$ cat config.mk
export PLATFORM = sky130hd
export DESIGN_NAME = qerv_rf_ram_arb
export DESIGN_NICKNAME = d
export VERILOG_FILES = /design/src/rtl/qerv_rf_ram_arb.sv
export SDC_FILE = /design/constraint.sdc
export NUM_CORES = 1
export LEC_CHECK = 0
export BUFFER_PORTS_ARGS = -buffer_cell sky130_fd_sc_hd__buf_2
export CORE_ASPECT_RATIO = 0.6
export CORE_MARGIN = 2
export CORE_UTILIZATION = 38
export DETAILED_ROUTE_END_ITERATION = 8
export PLACE_DENSITY = 0.91
export REMOVE_ABC_BUFFERS = 1
export SLEW_MARGIN = 20
export SYNTH_ARGS = -nofsm -noshare
export SYNTH_HDL_FRONTEND = slang
export SYNTH_SLANG_ARGS = --single-unit
export TNS_END_PERCENT = 100
$ cat constraint.sdc
create_clock -name clk -period 2 [get_ports clk]
set_clock_uncertainty 0.1 [all_clocks]
set_input_delay 0.3 -clock clk [delete_from_list [all_inputs] [get_ports clk]]
set_output_delay 0.3 -clock clk [all_outputs]
set_load 0.05 [all_outputs]
$ cat src/rtl/qerv_rf_ram_arb.sv
// ============================================================================
// Module  : qerv_rf_ram_arb
// Brief   : RF RAM sequencer/arbiter: post-reset zero-fill, core pass-through,
//           and debug halt with raw RF RAM word access.
// Revision: 1.0
// ============================================================================
`default_nettype none

module qerv_rf_ram_arb #(
    parameter int WIDTH    = 8,
    parameter int CSR_REGS = 4,
    parameter int DEPTH    = (32 + CSR_REGS) * 32 / WIDTH,
    parameter int L2D      = $clog2(DEPTH),
    parameter int CLEAR    = 1
) (
    input  logic             clk,
    input  logic             i_rst,
    output logic             o_core_rst,
    input  logic [L2D-1:0]   i_core_waddr,
    input  logic [WIDTH-1:0] i_core_wdata,
    input  logic             i_core_wen,
    input  logic [L2D-1:0]   i_core_raddr,
    input  logic             i_core_ren,
    output logic [WIDTH-1:0] o_core_rdata,
    output logic [L2D-1:0]   o_ram_waddr,
    output logic [WIDTH-1:0] o_ram_wdata,
    output logic             o_ram_wen,
    output logic [L2D-1:0]   o_ram_raddr,
    output logic             o_ram_ren,
    input  logic [WIDTH-1:0] i_ram_rdata,
    input  logic             i_dbg_halt,
    output logic             o_dbg_halted,
    input  logic             i_dbg_cyc,
    input  logic             i_dbg_we,
    input  logic [L2D-1:0]   i_dbg_adr,
    input  logic [WIDTH-1:0] i_dbg_dat,
    output logic [WIDTH-1:0] o_dbg_rdt,
    output logic             o_dbg_ack
);

    localparam logic [1:0] c_INIT   = 2'd0;
    localparam logic [1:0] c_CLEAR  = 2'd1;
    localparam logic [1:0] c_RUN    = 2'd2;
    localparam logic [1:0] c_HALTED = 2'd3;

    localparam logic [L2D-1:0] c_LAST = L2D'(DEPTH - 1);
    localparam logic [L2D-1:0] c_ONE  = L2D'(1);

    logic [1:0]     state_q, state_d;
    logic [L2D-1:0] cnt_q, cnt_d;
    logic           ack_q, ack_d;
    logic           w_accept;

    // A new debug access is only taken while halted and no ack is in flight.
    assign w_accept = (state_q == c_HALTED) && i_dbg_cyc && !ack_q;

    always_comb begin
        state_d = state_q;
        cnt_d   = cnt_q;
        ack_d   = 1'b0;
        case (state_q)
            c_INIT: begin
                cnt_d   = '0;
                state_d = (CLEAR != 0) ? c_CLEAR : c_RUN;
            end
            c_CLEAR: begin
                if (cnt_q == c_LAST) begin
                    cnt_d   = '0;
                    state_d = i_dbg_halt ? c_HALTED : c_RUN;
                end else begin
                    cnt_d = cnt_q + c_ONE;
                end
            end
            c_RUN: begin
                if (i_dbg_halt) state_d = c_HALTED;
            end
            c_HALTED: begin
                ack_d = w_accept;
                // An access accepted this cycle keeps us halted until its ack.
                if (!i_dbg_halt && !w_accept) state_d = c_RUN;
            end
            default: state_d = c_INIT;
        endcase
    end

    always_ff @(posedge clk or posedge i_rst) begin
        if (i_rst) begin
            state_q <= c_INIT;
            cnt_q   <= '0;
            ack_q   <= 1'b0;
        end else begin
            state_q <= state_d;
            cnt_q   <= cnt_d;
            ack_q   <= ack_d;
        end
    end

    always_comb begin
        o_ram_waddr = '0;
        o_ram_wdata = '0;
        o_ram_wen   = 1'b0;
        o_ram_raddr = '0;
        o_ram_ren   = 1'b0;
        case (state_q)
            c_CLEAR: begin
                o_ram_waddr = cnt_q;
                o_ram_wen   = 1'b1;
            end
            c_RUN: begin
                o_ram_waddr = i_core_waddr;
                o_ram_wdata = i_core_wdata;
                o_ram_wen   = i_core_wen;
                o_ram_raddr = i_core_raddr;
                o_ram_ren   = i_core_ren;
            end
            c_HALTED: begin
                o_ram_waddr = i_dbg_adr;
                o_ram_wdata = i_dbg_dat;
                o_ram_wen   = w_accept && i_dbg_we;
                o_ram_raddr = i_dbg_adr;
                o_ram_ren   = w_accept && !i_dbg_we;
            end
            default: ;
        endcase
    end

    assign o_core_rst   = (state_q != c_RUN);
    assign o_dbg_halted = (state_q == c_HALTED);
    assign o_dbg_ack    = ack_q;
    assign o_dbg_rdt    = i_ram_rdata;
    assign o_core_rdata = i_ram_rdata;

endmodule

`default_nettype wire
* After elaboration in Yosys (flattened, before gate mapping)
Cells that the tools add are included.
W data, S select, Z words.
** Storage, ports and cells
- Register bits after elaboration :: 11
- Output and inout port bits :: 45
- Logic and storage cells :: 37
** Cells by class
- Add/subtract/negate cells :: 1
- Eq/ne operators :: 8
- Muxes and demuxes :: 13
- Reduce and logical (&&, ||, !) cells :: 12
** Operator list (number)
- $pmux W8 S2 :: 3
- $pmux W8 S3 :: 1
- $add A8 B1 Y8 const B :: 1
- $eq A8 B8 Y1 const B :: 1
- $mux W8 :: 1
- $pmux W2 S4 :: 1
- $mux W2 :: 3
- $ne A2 B2 Y1 const B :: 3
- $logic_and A1 B1 Y1 :: 5
- $eq A2 B2 Y1 const B :: 2
- $logic_not A1 Y1 :: 4
- $pmux W1 S3 :: 1
- $reduce_and A3 Y1 :: 1
- $eq A2 B1 Y1 const B :: 1
- $logic_not A2 Y1 :: 1
- $mux W1 :: 2
- $ne A2 B1 Y1 const B :: 1
- $pmux W1 S2 :: 1
- $reduce_bool A2 Y1 :: 1

* Logic depth before layout (Yosys ltp)
- Depth after elaboration :: 7
- Gate-level depth with buffers :: 5
- Depth with buffers taken out :: 5

* Worst setup path after synthesis
OpenSTA, ideal clock, no wires.
- Path kind :: register to output
- Start point :: register state_q[0]
- End point :: output o_ram_wen
- Arrival time :: 2322 ps
- Setup slack :: -722 ps
- Cell stages (with the launch flop) :: 6
- Cell sequence :: dfrtp_1 -> buf_2 -> and2_1 -> and3b_1 -> a21oi_1 -> o21ai_0
** Between the ends
- Longest elaborated chain between the ends :: 5
- Elaborated cells between the ends (all ways) :: 7
- Those cells by class :: eq/ne (3); mux (1); reduce/logical (3)
** RTL lines
- start: declaration :: line 49 : logic [1:0] state_q, state_d;
- start signal: assignment :: line 88 : state_q <= c_INIT;
- start signal: assignment :: line 92 : state_q <= state_d;
- $eq A2 B2 Y1 *
- via o_dbg_halted :: line 32 : output logic o_dbg_halted,
- $logic_and A1 B1 Y1 (2 in a row) :: line 55 : assign w_accept = (state_q == c_HALTED) && i_dbg_cyc && !ack_q;
- $logic_and A1 B1 Y1 :: line 119 : o_ram_wen = w_accept && i_dbg_we;
- $pmux W1 S3 * :: line 104 : case (state_q)
- end: declaration :: line 27 : output logic o_ram_wen,
Mark *: on every way through the listed nets, which the timed path passes. The rest lies on a longest branch.

* Final worst setup path
- Start point :: register state_q[1]
- End point :: output o_ram_waddr[0]
** Between the ends
- Longest elaborated chain between the ends :: 2
- Elaborated cells between the ends (all ways) :: 4
- Those cells by class :: eq/ne (3); mux (1)
** RTL lines
- $eq A2 B2 Y1 or $eq A2 B1 Y1 (tied branches) :: line 104
- $pmux W8 S3 * :: line 104
- end: declaration :: line 25 : output logic [L2D-1:0] o_ram_waddr,
Every way passes the cells marked *; elsewhere a longest branch is shown, timed or not.

==> metrics.md <==
| Metric | Value |
|---|---|
| Status | finished clean |
| Internal power | 0.4035 mW |
| Max Fclk | 505.9 MHz |
| Yosys warning count | 0 |
| Die span in y | 46.22 µm |
| CP Max Fanout | 10 |
| Detail Route Antenna Nets | 0 |
| Setup tns final | 0 ps |
| Logic pwr share | 12.1% |
| Clk sinks | 11 |
| Flip-flop and latch count after synthesis | 11 |
| DRT iter0 DRCs | 50 |
| First-pass GRT wire length | 4836 µm |
| Hold path start | i_dbg_halt |
| Clock Power Share | 44.9% |
| Final Setup Violations | 0 |
| I/O Buffers | 75 |
| Row Count | 15 |
| Power, Total | 0.5178 mW |
| Power per Cell Area | 333.5 nW/µm² |
| Overflow after GRT | 0 |
| Number of diodes | 0 |
| Post-route DRC | 0 |
| Max VDD drop | 0.1735 mV |
| Final GP Congestion | 0.7719 |
| Num CTS Buffers | 3 |
| Clk_lat worst skew | 240 ps |
| Reg2reg start | state_q[1] |
| DRT Wirelength | 3225 µm |
| Worst Setup Start Kind | flop |
| First drt pass iteration count | 4 |
| # fillers | 275 |
| Commonest non-fill, non-tap cell in the layout | buf_2 |
| Library cells used by synthesis | 33 |
| Vias in the first global route | 1,082 |
| Net Sw Frac | 22.08% |
| Detailed Place HPWL | 2479 µm |
| Via count | 1,209 |
| Clock slew at reported path FFs | 50 ps |
| Pin count of the biggest net entering global routing | 23 |
| Tcrit/Tclk final | 98.84% |
| Area of the mapped netlist | 1129 µm² |
| Arrival @ worst endpoint | 1580 ps |
| Crit path from | state_q[1] |
| Class of the worst hold path | primary input to flop |
| Uppermost layer routed | met4 |
| Top FF cell, synth | dfrtp_1 |
| Vias per cell | 4.975 |
| M1 WL | 1478 µm |
| Cells after DPL | 236 |
| Post-Synthesis Cells | 136 |
| Critical path class | flop to primary output |
| P_sw | 0.1143 mW |
| Layout cells sized above 1 | 52.74% |
| Metal3 WL | 381 µm |
| Slew headroom | 71.94% |
| Met2 WL post-DR | 1315 µm |
| Wire length per cell after detailed routing | 13.27 µm |
| Post-layout util | 54.43% |
| Required time of the critical path | 1600 ps |
| Worst slew pin tran | 420.5 ps |
| Post-synth ARST share | 100.0% |
| Final nets | 258 |
| Final Hold Vio Count | 0 |
| Syn Area/Cell | 8.298 µm² |
| Max cap viols | 0 |
| Die Span X | 74.36 µm |
| Element type at the critical path end | primary output |
| Minimum clock period | 1977 ps |
| Io pins | 100 |
| H-tree depth | 1 |
| Leak Pwr | 0.9288 nW |
| Most frequent cells in the layout | buf_2, nor2_1, mux2i_1 |
| Seq/Total Area, Yosys | 24.39% |
| Post-synth EDFFs | 0 |
| Area growth, synth to finish | 37.58% |
| Fin Hold WS | 148.0 ps |
| GRT Util Overall | 19.35% |
| Initial Utilization | 39.56% |
| Full die area | 3436 µm² |
| Sequential fraction of design power | 43.0% |
| Max clock buf depth | 2 |
| RSZ-0062 raised after global routing | true |
| Slew Limit Fails | 0 |
| Antenna violations before repair | 0 |
| Core area | 2853 µm² |
| Layout Cells excl Fill | 243 |
| CTS Root Cell | clkbuf_8 |
| CTS tree | built |
-- layer usage --
layer,vias to the layer above,track usage [%]
li1,593,-
met1,525,22.66
met2,86,30.54
met3,5,8.972
met4,0,9.286
met5,-,0
-- synth_stat cells (all sizes together), types with 2 or more instances --
library cell | n | area share [%]
buf | 22 | 13
nor2 | 21 | 7.2
a22o | 11 | 8.6
clkbuf | 2 | 0.67
o21ai | 6 | 2.7
inv | 4 | 1.3
nor2b | 2 | 1.1
mux2 | 9 | 9.0
nand3 | 3 | 1.8
or4 | 2 | 1.3
a21oi | 2 | 0.89
nand2 | 12 | 4.0
dfrtp | 11 | 24
mux2i | 16 | 14
-- cells by family after synthesis --
family | synth area share, %
adder cells (fa/ha/maj) | 1.108
flip-flops | 24.39
AO/OA/AOI/OAI | 15.19
multiplexers | 23.17
buffers and inverters | 15.41
AND/OR/NAND/NOR | 19.96
XOR/XNOR | 0.7762
-- area by class of cell --
type	instances	area [µm²]	area share [%]
multi-input combinational	97	686.9	44.24
inverter	4	15.01	0.9670
clock buffer	4	45.04	2.901
sequential	11	276.5	17.81
tap	42	52.55	3.384
timing repair buffer	85	476.7	30.70
-- state kept, by name, summed over array words and instances (netlist names) --
signal,count
cnt_q,8
state_q,2
o_dbg_ack,1
-- power groups by stage --
stage          Clock [mW]  Combinational (mW)  Sequential [mW]
6_report            0.232              0.0625            0.223
5_1_grt             0.248              0.0706            0.223
4_1_cts             0.236              0.0633            0.223
3_5_place_dp            0              0.0615            0.227
3_3_place_gp            0              0.0601            0.227
2_1_floorplan           0              0.0148            0.227
-- metrics by stage --
stage,setup WS [ps],area [µm²]
6_report,23.16,1553
5_1_grt,-28.53,1553
4_1_cts,20.33,1521
3_5_place_dp,103.7,1450
3_3_place_gp,153.0,1450
2_1_floorplan,-1419,969.7
-- critical path: stages (launching register included) --
cell,delay [ps]
dfrtp_2,480
inv_2,200
nor2_2,60
buf_4,160
a22o_1,230
clkbuf_4,210
-- what timing repair did --
| action | 4_1_cts | 5_1_grt |
|---|---|---|
| hold endpoints to repair | 11 | 0 |
| setup endpoints to repair | 11 | 7 |
| buffers inserted | 2 | 0 |
| resized for setup | 1 | 16 |
| hold buffers | 1 | 0 |
-- worst paths after layout --
path	cells after the start	to	slack [ps]
setup / recovery	5	o_ram_waddr[0]	20
hold / removal	3	state_q[0]	150
setup reg to reg	4	cnt_q[5]	350
hold reg to reg	1	cnt_q[0]	490
max in group asynchronous	3	state_q[1]	970
min in group asynchronous	3	cnt_q[1]	510
No activity file was read; power rests on OpenSTA's default activity.
